$ cat config.mk
export PLATFORM = sky130hd
export DESIGN_NAME = uart_packet_rx
export DESIGN_NICKNAME = d
export VERILOG_FILES = /design/src/rtl/uart_pkt_pkg.sv /design/src/rtl/uart_frame_rx.sv /design/src/rtl/uart_packet_rx.sv
export SDC_FILE = /design/constraint.sdc
export NUM_CORES = 1
export LEC_CHECK = 0
export BUFFER_PORTS_ARGS = -buffer_cell sky130_fd_sc_hd__buf_2
export CORE_ASPECT_RATIO = 1.75
export CORE_MARGIN = 2
export CORE_UTILIZATION = 39
export DETAILED_ROUTE_END_ITERATION = 10
export GPL_TIMING_DRIVEN = 0
export HOLD_SLACK_MARGIN = 0.12
export SLEW_MARGIN = 20
export SYNTH_ARGS = -nofsm -noshare
export SYNTH_HDL_FRONTEND = slang
export SYNTH_HIERARCHICAL = 1
export SYNTH_SLANG_ARGS = --single-unit
export TNS_END_PERCENT = 1
$ cat constraint.sdc
create_clock -name clk -period 3.9 [get_ports clk]
set_input_delay 0.975 -clock clk [delete_from_list [all_inputs] [get_ports clk]]
set_output_delay 0.975 -clock clk [all_outputs]
set_load 0.02 [all_outputs]
$ cat src/rtl/uart_pkt_pkg.sv
// Shared definitions for the UART packet receiver: FSM encoding, error codes
// and header field positions.
package uart_pkt_pkg;

  typedef enum logic [2:0] {
    ST_IDLE,
    ST_HDR,
    ST_PAYLOAD,
    ST_CHECK,
    ST_DONE
  } state_t;

  localparam logic [1:0] ERR_NONE    = 2'b00;
  localparam logic [1:0] ERR_FRAME   = 2'b01;
  localparam logic [1:0] ERR_TIMEOUT = 2'b10;
  localparam logic [1:0] ERR_OVERRUN = 2'b11;

  // rw and sync are counted down from the frame MSB; the remaining fields
  // are packed upward from the address at bit 0.
  localparam int HDR_RW_FROM_MSB   = 0;
  localparam int HDR_SYNC_FROM_MSB = 1;
  localparam int HDR_ADDR_LSB      = 0;

endpackage

$ cat src/rtl/uart_frame_rx.sv
// UART frame deserialiser: 2-FF synchroniser, mid-bit sampling, LSB-first
// shift register. Emits a one-cycle frame_done with frame_err for a low stop bit.
module uart_frame_rx #(
  parameter int CLKS_PER_BIT = 434,
  parameter int DATA_BITS    = 16
) (
  input  logic                 clk,
  input  logic                 reset,
  input  logic                 rx,
  output logic [DATA_BITS-1:0] frame_data,
  output logic                 frame_done,
  output logic                 frame_err,
  output logic                 rx_fall
);

  localparam int CNT_W = $clog2(CLKS_PER_BIT);
  localparam int IDX_W = $clog2(DATA_BITS + 2);
  localparam logic [CNT_W-1:0] HALF_RELOAD = CNT_W'(CLKS_PER_BIT / 2 - 1);
  localparam logic [CNT_W-1:0] BIT_RELOAD  = CNT_W'(CLKS_PER_BIT - 1);
  localparam logic [IDX_W-1:0] STOP_IDX    = IDX_W'(DATA_BITS + 1);

  logic                 rx_meta, rx_sync, rx_prev;
  logic                 busy;
  logic [CNT_W-1:0]     clk_cnt;
  logic [IDX_W-1:0]     bit_idx;
  logic [DATA_BITS-1:0] shreg;

  always_ff @(posedge clk or posedge reset) begin
    if (reset) begin
      rx_meta <= 1'b1;
      rx_sync <= 1'b1;
      rx_prev <= 1'b1;
    end else begin
      rx_meta <= rx;
      rx_sync <= rx_meta;
      rx_prev <= rx_sync;
    end
  end

  assign rx_fall = rx_prev & ~rx_sync;

  // bit_idx 0 is the start bit (re-checked at mid-bit to reject glitches),
  // 1..DATA_BITS are data bits, DATA_BITS+1 is the stop bit.
  always_ff @(posedge clk or posedge reset) begin
    if (reset) begin
      busy       <= 1'b0;
      clk_cnt    <= '0;
      bit_idx    <= '0;
      shreg      <= '0;
      frame_data <= '0;
      frame_done <= 1'b0;
      frame_err  <= 1'b0;
    end else begin
      frame_done <= 1'b0;
      frame_err  <= 1'b0;
      if (!busy) begin
        if (rx_fall) begin
          busy    <= 1'b1;
          clk_cnt <= HALF_RELOAD;
          bit_idx <= '0;
        end
      end else if (clk_cnt != '0) begin
        clk_cnt <= clk_cnt - CNT_W'(1);
      end else begin
        clk_cnt <= BIT_RELOAD;
        if (bit_idx == '0) begin
          if (rx_sync) busy <= 1'b0;
          else         bit_idx <= IDX_W'(1);
        end else if (bit_idx == STOP_IDX) begin
          busy       <= 1'b0;
          frame_done <= 1'b1;
          frame_err  <= ~rx_sync;
          frame_data <= shreg;
        end else begin
          shreg   <= {rx_sync, shreg[DATA_BITS-1:1]};
          bit_idx <= bit_idx + IDX_W'(1);
        end
      end
    end
  end

endmodule

$ cat src/rtl/uart_packet_rx.sv
// UART packet receiver: header decode, payload word assembly with valid/ready,
// timeout/frame/overrun errors. Define UART_PKT_CHECKSUM_EN for a trailing XOR checksum frame.
module uart_packet_rx
  import uart_pkt_pkg::*;
#(
  parameter int CLKS_PER_BIT = 434,
  parameter int DATA_BITS    = 16,
  parameter int MT_W         = 1,
  parameter int LEN_W        = 4,
  parameter int ADDR_W       = 9,
  parameter int WORD_BYTES   = 4,
  parameter int TIMEOUT_CLKS = 8 * DATA_BITS * CLKS_PER_BIT
) (
  input  logic                    clk,
  input  logic                    reset,
  input  logic                    rx,
  output logic                    hdr_valid,
  output logic                    rw,
  output logic [MT_W-1:0]         mem_type,
  output logic [LEN_W-1:0]        burst_len,
  output logic [ADDR_W-1:0]       word_addr,
  output logic [8*WORD_BYTES-1:0] word_data,
  output logic                    word_valid,
  input  logic                    word_ready,
  output logic                    word_last,
  output logic                    pkt_done,
  output logic                    err,
  output logic [1:0]              err_code
);

  localparam int WORD_W   = 8 * WORD_BYTES;
  localparam int LEN_LSB  = HDR_ADDR_LSB + ADDR_W;
  localparam int MT_LSB   = LEN_LSB + LEN_W;
  localparam int SYNC_BIT = DATA_BITS - 1 - HDR_SYNC_FROM_MSB;
  localparam int RW_BIT   = DATA_BITS - 1 - HDR_RW_FROM_MSB;
  localparam int BC_W     = (WORD_BYTES > 1) ? $clog2(WORD_BYTES) : 1;
  localparam int TO_W     = $clog2(TIMEOUT_CLKS + 1);
  localparam logic [BC_W-1:0] BC_LAST = BC_W'(WORD_BYTES - 1);
  localparam logic [TO_W-1:0] TO_LAST = TO_W'(TIMEOUT_CLKS - 1);

`ifdef UART_PKT_CHECKSUM_EN
  localparam state_t AFTER_LAST = ST_CHECK;
`else
  localparam state_t AFTER_LAST = ST_DONE;
`endif

  logic [DATA_BITS-1:0] frame_data;
  logic                 frame_done, frame_err, rx_fall;
  state_t               state, next_state;
  logic [ADDR_W-1:0]    start_addr;
  logic [LEN_W-1:0]     word_idx;
  logic [BC_W-1:0]      byte_cnt;
  logic [WORD_W-1:0]    asm_data, asm_next;
  logic [TO_W-1:0]      to_cnt;
  logic                 all_in;
  logic                 in_pkt, frame_ok, hdr_ok, pay_byte, word_cmp, accept;
  logic                 frame_bad, overrun, timeout, chk_bad, abort;
  logic [1:0]           abort_code;

  uart_frame_rx #(
    .CLKS_PER_BIT(CLKS_PER_BIT),
    .DATA_BITS   (DATA_BITS)
  ) u_frame_rx (
    .clk       (clk),
    .reset     (reset),
    .rx        (rx),
    .frame_data(frame_data),
    .frame_done(frame_done),
    .frame_err (frame_err),
    .rx_fall   (rx_fall)
  );

  assign in_pkt    = (state == ST_PAYLOAD) || (state == ST_CHECK);
  assign frame_ok  = frame_done & ~frame_err;
  assign hdr_ok    = (state == ST_IDLE) & frame_ok & frame_data[SYNC_BIT];
  assign pay_byte  = (state == ST_PAYLOAD) & frame_ok & ~all_in;
  assign word_cmp  = pay_byte & (byte_cnt == BC_LAST);
  assign accept    = word_valid & word_ready;
  assign frame_bad = in_pkt & frame_done & frame_err;
  assign overrun   = word_cmp & word_valid & ~word_ready;
  assign timeout   = in_pkt & (to_cnt == TO_LAST);
  assign abort     = frame_bad | chk_bad | overrun | timeout;

  generate
    if (WORD_BYTES > 1) begin : g_asm_multi
      assign asm_next = {asm_data[WORD_W-9:0], frame_data[7:0]};
    end else begin : g_asm_single
      assign asm_next = frame_data[7:0];
    end
  endgenerate

  always_comb begin
    abort_code = ERR_NONE;
    if (frame_bad || chk_bad) abort_code = ERR_FRAME;
    else if (overrun)         abort_code = ERR_OVERRUN;
    else if (timeout)         abort_code = ERR_TIMEOUT;
  end

  always_ff @(posedge clk or posedge reset) begin
    if (reset) state <= ST_IDLE;
    else       state <= next_state;
  end

  always_comb begin
    next_state = state;
    unique case (state)
      ST_IDLE:    if (hdr_ok) next_state = ST_HDR;
      ST_HDR:     next_state = rw ? ST_PAYLOAD : ST_DONE;
      ST_PAYLOAD: if (abort) next_state = ST_IDLE;
                  else if (accept && word_last) next_state = AFTER_LAST;
      ST_CHECK:   if (abort) next_state = ST_IDLE;
                  else if (frame_ok) next_state = ST_DONE;
      ST_DONE:    next_state = ST_IDLE;
      default:    next_state = ST_IDLE;
    endcase
  end

  always_comb begin
    hdr_valid = (state == ST_HDR);
    pkt_done  = (state == ST_DONE);
  end

  // Idle time is measured from the last rx falling edge while a packet is open.
  always_ff @(posedge clk or posedge reset) begin
    if (reset)                            to_cnt <= '0;
    else if (state == ST_IDLE || rx_fall) to_cnt <= '0;
    else if (to_cnt != TO_LAST)           to_cnt <= to_cnt + TO_W'(1);
  end

`ifdef UART_PKT_CHECKSUM_EN
  logic [7:0] chk;

  always_ff @(posedge clk or posedge reset) begin
    if (reset)         chk <= '0;
    else if (hdr_ok)   chk <= '0;
    else if (pay_byte) chk <= chk ^ frame_data[7:0];
  end

  assign chk_bad = (state == ST_CHECK) & frame_ok & (frame_data[7:0] != chk);
`else
  assign chk_bad = 1'b0;
`endif

  // After the last word completes, further payload frames are ignored until it is accepted.
  always_ff @(posedge clk or posedge reset) begin
    if (reset) begin
      rw         <= 1'b0;
      mem_type   <= '0;
      burst_len  <= '0;
      start_addr <= '0;
      word_addr  <= '0;
      word_data  <= '0;
      word_valid <= 1'b0;
      word_last  <= 1'b0;
      word_idx   <= '0;
      byte_cnt   <= '0;
      asm_data   <= '0;
      all_in     <= 1'b0;
      err        <= 1'b0;
      err_code   <= ERR_NONE;
    end else begin
      err <= abort;
      if (abort) err_code <= abort_code;
      if (hdr_ok) begin
        rw         <= frame_data[RW_BIT];
        mem_type   <= frame_data[MT_LSB +: MT_W];
        burst_len  <= frame_data[LEN_LSB +: LEN_W];
        start_addr <= frame_data[HDR_ADDR_LSB +: ADDR_W];
        word_addr  <= frame_data[HDR_ADDR_LSB +: ADDR_W];
        word_idx   <= '0;
        byte_cnt   <= '0;
        all_in     <= 1'b0;
      end
      if (pay_byte) begin
        asm_data <= asm_next;
        byte_cnt <= word_cmp ? '0 : byte_cnt + BC_W'(1);
      end
      if (abort) begin
        word_valid <= 1'b0;
      end else if (word_cmp) begin
        word_valid <= 1'b1;
        word_data  <= asm_next;
        word_addr  <= start_addr + ADDR_W'(word_idx);
        word_last  <= (word_idx == burst_len);
        word_idx   <= word_idx + LEN_W'(1);
        if (word_idx == burst_len) all_in <= 1'b1;
      end else if (accept) begin
        word_valid <= 1'b0;
      end
    end
  end

endmodule

# After elaboration in Yosys (flattened, before gate mapping)
# Cells that the tools add are included.
# totals
reg_bits	163
in_bits	4
out_inout_bits	54
wordCells	136
# op_classes
n_addsub	6
eq_ne	15
muxes	51
n_bitwise	23
reduce_logical	15
# op_table
op	n
$mux 9	6
$mux 16	2
$mux 5	6
$mux 1	21
$mux 3	6
$add 16x1->16 const B	1
$eq 16x16->1 const B	1
$ne 16x16->1 const B	1
$and 1x1->1	13
$mux 2	6
$mux 4	3
$pmux 3 s4	1
$reduce_and 4->1	3
$add 9x4->9	1
$ne 3x3->1 const B	3
$reduce_bool 9->1	1
$sub 9x1->9 const B	1
$not 1->1	8
$eq 3x2->1 const B	2
$reduce_bool 2->1	3
$add 5x1->5 const B	1
$eq 5x5->1 const B	1
$logic_not 5->1	1
$add 4x1->4 const B	1
other kinds (14)	17

# Longest topological paths before layout
# logic_depth
word_depth	11
ltp_mapped	8
depth_no_buf	6

# Hierarchy
# Netlist, hierarchy kept.
# by_module_without_submodules
module	n_inst	cells_per_inst	area_each_um2	seq_area_each_um2
uart_packet_rx	1	420	5139.9	2777.7
uart_frame_rx	1	169	2282.2	1305.0

# Least setup slack after synthesis
# Ideal clock, no wire load.
# synth_path
kind	input to register
start	input port word_ready
end	register word_data[0]
setup_time_ps	125
arrival_time_ps	2068
setup_slack_ps	1707
cell_stages	6
path_cell_list	nand2b_1 > nand3_4 > a21o_1 > buf_6 > buf_6 > mux2_4
# synth_via
elab_chain_len	6
# synth_lines
item	line_no	source
start: declaration	uart_packet_rx.sv:24	input logic word_ready,
$not 1->1	uart_packet_rx.sv:80	assign overrun = word_cmp & word_valid & ~word_ready;
$and 1x1->1	uart_packet_rx.sv:80	
$or 1x1->1 (2 in series)	uart_packet_rx.sv:82	assign abort = frame_bad | chk_bad | overrun | timeout;
$not 1->1 (no line)	n/a	
$reduce_and 2->1 (no line)	n/a	
end signal: assignment	uart_packet_rx.sv:182	word_data <= asm_next;
end: declaration	uart_packet_rx.sv:22	output logic [8*WORD_BYTES-1:0] word_data,
# No other way between the ends.
# A chain may end at the register's enable or synchronous reset.

# Worst setup path in the final report
# layout_path
start	register to_cnt[0]
end	register word_data[1]
# layout_via
elab_chain_len	5
# layout_lines
item	line_no	source
start: declaration	uart_packet_rx.sv:54	logic [TO_W-1:0] to_cnt;
start signal: assignment	uart_packet_rx.sv:127	else if (to_cnt != TO_LAST) to_cnt <= to_cnt + TO_W'(1);
$eq 16x16->1	uart_packet_rx.sv:81	assign timeout = in_pkt & (to_cnt == TO_LAST);
$and 1x1->1	uart_packet_rx.sv:81	
$or 1x1->1	uart_packet_rx.sv:82	
$not 1->1 (no line)	n/a	
$reduce_and 2->1 (no line)	n/a	
# No other way between the ends.

==> impl_metrics.env <==
export IMPL_grt_max_degree=34
export IMPL_worstSetupPathType="reg -> reg"
export IMPL_worst_path_most_repeated_cell="sky130_fd_sc_hd__buf_6"
export IMPL_crit_path_cell_trace="ha_1 -> nand3_1 -> nor4b_4 -> a21o_1 -> buf_6 -> buf_6 -> mux2_4"
export IMPL_antenna_violating_nets_post_route=0
export IMPL_post_route_cells_drive_above_1_share=0.305
export IMPL_floorplan_initialDensity=0.398
export IMPL_clock_tree_htree_level_count=4
export IMPL_finish_net_count=685
export IMPL_tritoncts_clock_tree="done"
export IMPL_cts_sinks=163
export IMPL_count_of_port_buffers_added_during_placement=57
export IMPL_timing_max_transition_violations_final=0
export IMPL_grt_pass1_wl_mm=27.4
export IMPL_syn_area_um2=7420
export IMPL_internal_power_uw=2790
export IMPL_number_of_placed_instances_with_taps_included=888
export IMPL_clkPwrFrac=0.440
export IMPL_r2r_worst_path_cells=7
export IMPL_drt_wirelength_per_cell_um=17.9
export IMPL_boundaryPins=58
export IMPL_final_cell_count_without_fillers=920
export IMPL_coreArea_um2=18700
export IMPL_floorplan_rows=66
export IMPL_hpwl_mm=12.1
export IMPL_post_cts_repair_setup_buffers=0
export IMPL_critical_path_endpoint_type="flop"
export IMPL_timing_worst_slew_pin_value_ns=0.814
export IMPL_final_period_utilization=0.650
export IMPL_ys_dominant_reg_cell="sky130_fd_sc_hd__dfrtp_1"
export IMPL_timing_critical_path_slowest_stage_cell="sky130_fd_sc_hd__nor4b_4"
export IMPL_grt_setup_unrepaired="no"
export IMPL_achievable_frequency_ghz=0.394
export IMPL_area_growth_syn_to_layout_pct=16.8
export IMPL_synthCells=589
export IMPL_worst_r2r_endpoint="word_data[1]"
export IMPL_powerDensity_nw_per_um2=432
export IMPL_fp_dieH_um=186
export IMPL_slew_headroom=0.453
export IMPL_timing_max_cap_violations=0
export IMPL_maximum_fanout_along_the_worst_path=10
export IMPL_post_route_drc_count=0
export IMPL_ctsRootBufferMaster="sky130_fd_sc_hd__clkbuf_16"
export IMPL_count_of_yosys_warnings_during_synthesis=6
export IMPL_clk_latency_ns=0.44
export IMPL_finalWorstPathRequiredPeriod_ns=2.54
export IMPL_cts_inserted_buffers=17
export IMPL_number_of_enable_flip_flop_cells_after_synthesis=0
export IMPL_routed_via_count=4929
export IMPL_setup_violations_final=0
export IMPL_hold_violations=0
export IMPL_power_frac_seq=0.491
export IMPL_number_of_gates_resized_after_cts=0
export IMPL_yosys_cell_types_count=65
export IMPL_run_status="completed"
export IMPL_grt_remaining_overflow=0
export IMPL_switching_share=0.256
export IMPL_p_leak_uw=0.00438
export IMPL_gpl_final_weighted_congestion=0.813
export IMPL_timing_setup_tns_ns=0
export IMPL_whs_endpoint="u_frame_rx/rx_sync"
export IMPL_clk_transition_reported_paths_ns=0.06
export IMPL_synth_seq_area_share=0.550
export IMPL_insertedDiodeCount=0
export IMPL_timing_rr_start="to_cnt[0]"
export IMPL_totalWireLength_mm=16.5
export IMPL_first_global_vias=5310
export IMPL_synth_async_sr_flop_share=1.00
export IMPL_number_of_register_bits_inferred_by_synthesis=163
export IMPL_slowest_delay_ns=0.61
export IMPL_crit_family="simple AND/OR/NAND/NOR gates"
export IMPL_combPwrFrac=0.069
export IMPL_peakVddDrop_uv=304
export IMPL_die_w_um=108
export IMPL_worst_hold_startpoint="u_frame_rx/rx_meta"
export IMPL_switchingPower_uw=957
export IMPL_synthesis_nets=605
export IMPL_critPathBufInv=2
export IMPL_cts_hold_repair_buffers=0
export IMPL_drt_iter0_drc=314
export IMPL_clock_skew_ns=0.00977
export IMPL_startpoint="to_cnt[0]"
export IMPL_critical_path_arrival_ns=2.85
export IMPL_hold_path_cell_count=0
export IMPL_required_ns=4.21
export IMPL_grt_antenna_before_repair=0
export IMPL_reg2reg_setup_slack_ns=1.36
export IMPL_cts_root_to_sink_buffers=2
export IMPL_syn_area_per_cell_um2=12.6
export IMPL_grt_total_usage=0.174
export IMPL_cp_start_kind="flop"
export IMPL_holdCritPathClass="reg -> reg"
export IMPL_drt_first_pass_iters=5
export IMPL_drt_vias_per_instance=5.36
export IMPL_design_die_area_um2=20200
[flip-flops by register name, summed over array words and instances (netlist names), 2 cells and up]
name / flops
u_frame_rx/clk_cnt: 9
burst_len: 4
start_addr: 9
u_frame_rx/frame_data: 16
err_code: 2
word_data: 32
byte_cnt: 2
word_idx: 4
state: 3
to_cnt: 16
asm_data: 24
word_addr: 9
u_frame_rx/shreg: 16
u_frame_rx/bit_idx: 5
[layout make-up]
class / count / area (um^2)
tap: 238 / 298
sequential: 163 / 4080
clock buffer: 19 / 453
buffer: 22 / 148
inverter: 17 / 67.6
clock inverter: 13 / 125
multi-input combinational: 387 / 3130
timing repair buffer: 61 / 365
fill: 1736 / 10000
[cell usage in the layout (no fill, tap or decap), drive strengths merged, types with 13 or more instances in the layout]
cell type	count
a21oi	18
buf	70
clkbuf	32
dfrtp	160
inv	19
mux2	88
nand2	62
nand3	21
nor2	18
o21ai	18
xnor2	13
[worst register-to-register path, delay by kind of cell (launching register included)]
family,cells,cell delay (ns)
AO/OA/AOI/OAI,1,0.21
adder cells (fa/ha/maj),1,0.21
buffers and inverters,2,0.36
flip-flops,1,0.41
multiplexers,1,0.32
AND/OR/NAND/NOR,2,0.91
[worst max-delay path by stage]
stage | to | slack (ns) | depth (start not counted)
floorplan | all_in | 1.58 | 1
global placement | to_cnt[2] | 0.84 | 2
detailed placement | start_addr[8] | 1.37 | 6
CTS | burst_len[0] | 1.36 | 6
global route | start_addr[7] | 1.16 | 6
finish | word_data[1] | 1.36 | 7
[synth_stat cells, drive strengths merged, types with 2 or more instances]
cell / count / share of area
xnor2: 13 / 0.015
and3b: 2 / 0.0024
a21o: 7 / 0.0071
nor3b: 3 / 0.0046
buf: 9 / 0.013
mux2i: 11 / 0.015
inv: 16 / 0.0081
o22ai: 2 / 0.0017
nand2: 62 / 0.033
or3: 5 / 0.0042
o31ai: 7 / 0.0071
nand3: 21 / 0.016
nor2: 18 / 0.0091
nor2b: 4 / 0.0034
or2: 3 / 0.0025
nand4: 10 / 0.010
and2: 6 / 0.0051
o211ai: 10 / 0.010
a21oi: 18 / 0.012
a32oi: 3 / 0.0035
mux2: 88 / 0.15
o311ai: 3 / 0.0035
nor4b: 5 / 0.012
or4: 7 / 0.0071
a311o: 3 / 0.0040
clkbuf: 13 / 0.0066
dfstp: 3 / 0.011
o21ai: 18 / 0.012
ha: 11 / 0.019
a31oi: 7 / 0.0059
nand2b: 7 / 0.0059
o41ai: 2 / 0.0024
a211oi: 6 / 0.0061
dfrtp: 160 / 0.54
nor3: 6 / 0.0062
and3: 5 / 0.0042
[per-layer routing]
| layer | track usage | wire, um | up-vias |
|---|---|---|---|
| met5 | 0 | 0 | - |
| met4 | 0.0858 | 469 | 0 |
| met3 | 0.0381 | 553 | 28 |
| met2 | 0.310 | 9150 | 86 |
| met1 | 0.191 | 6300 | 2521 |
| li1 | - | - | 2294 |
[power groups by stage]
stage	clock network [uW]	registers (uW)	logic, uW
floorplan	0	1850	203
finish	1650	1840	259
global route	1760	1850	302
global placement	0	1860	238
detailed placement	0	1870	264
CTS	1690	1840	264
[cells by family after synthesis]
logic type      synth area share
simple gates               0.133
flops                      0.550
mux                        0.168
compound gates            0.0833
buf+inv                   0.0285
xor+xnor                  0.0165
fa+ha+maj                 0.0212
[through the flow]
| step | setup WS, ns | hold slack (ns) | util | total power [uW] | instance area, um^2 |
|---|---|---|---|---|---|
| finish | 1.36 | 0.355 | 0.464 | 3740 | 8670 |
| floorplan | 1.58 | 0.345 | - | 2050 | 7430 |
| CTS | 1.36 | 0.356 | 0.464 | 3790 | 8670 |
| detailed placement | 1.37 | 0.347 | 0.433 | 2130 | 8090 |
| global placement | 0.841 | 0.348 | 0.429 | 2100 | 8010 |
| global route | 1.16 | 0.360 | 0.464 | 3910 | 8670 |
Power figures use the tool's default switching activity.
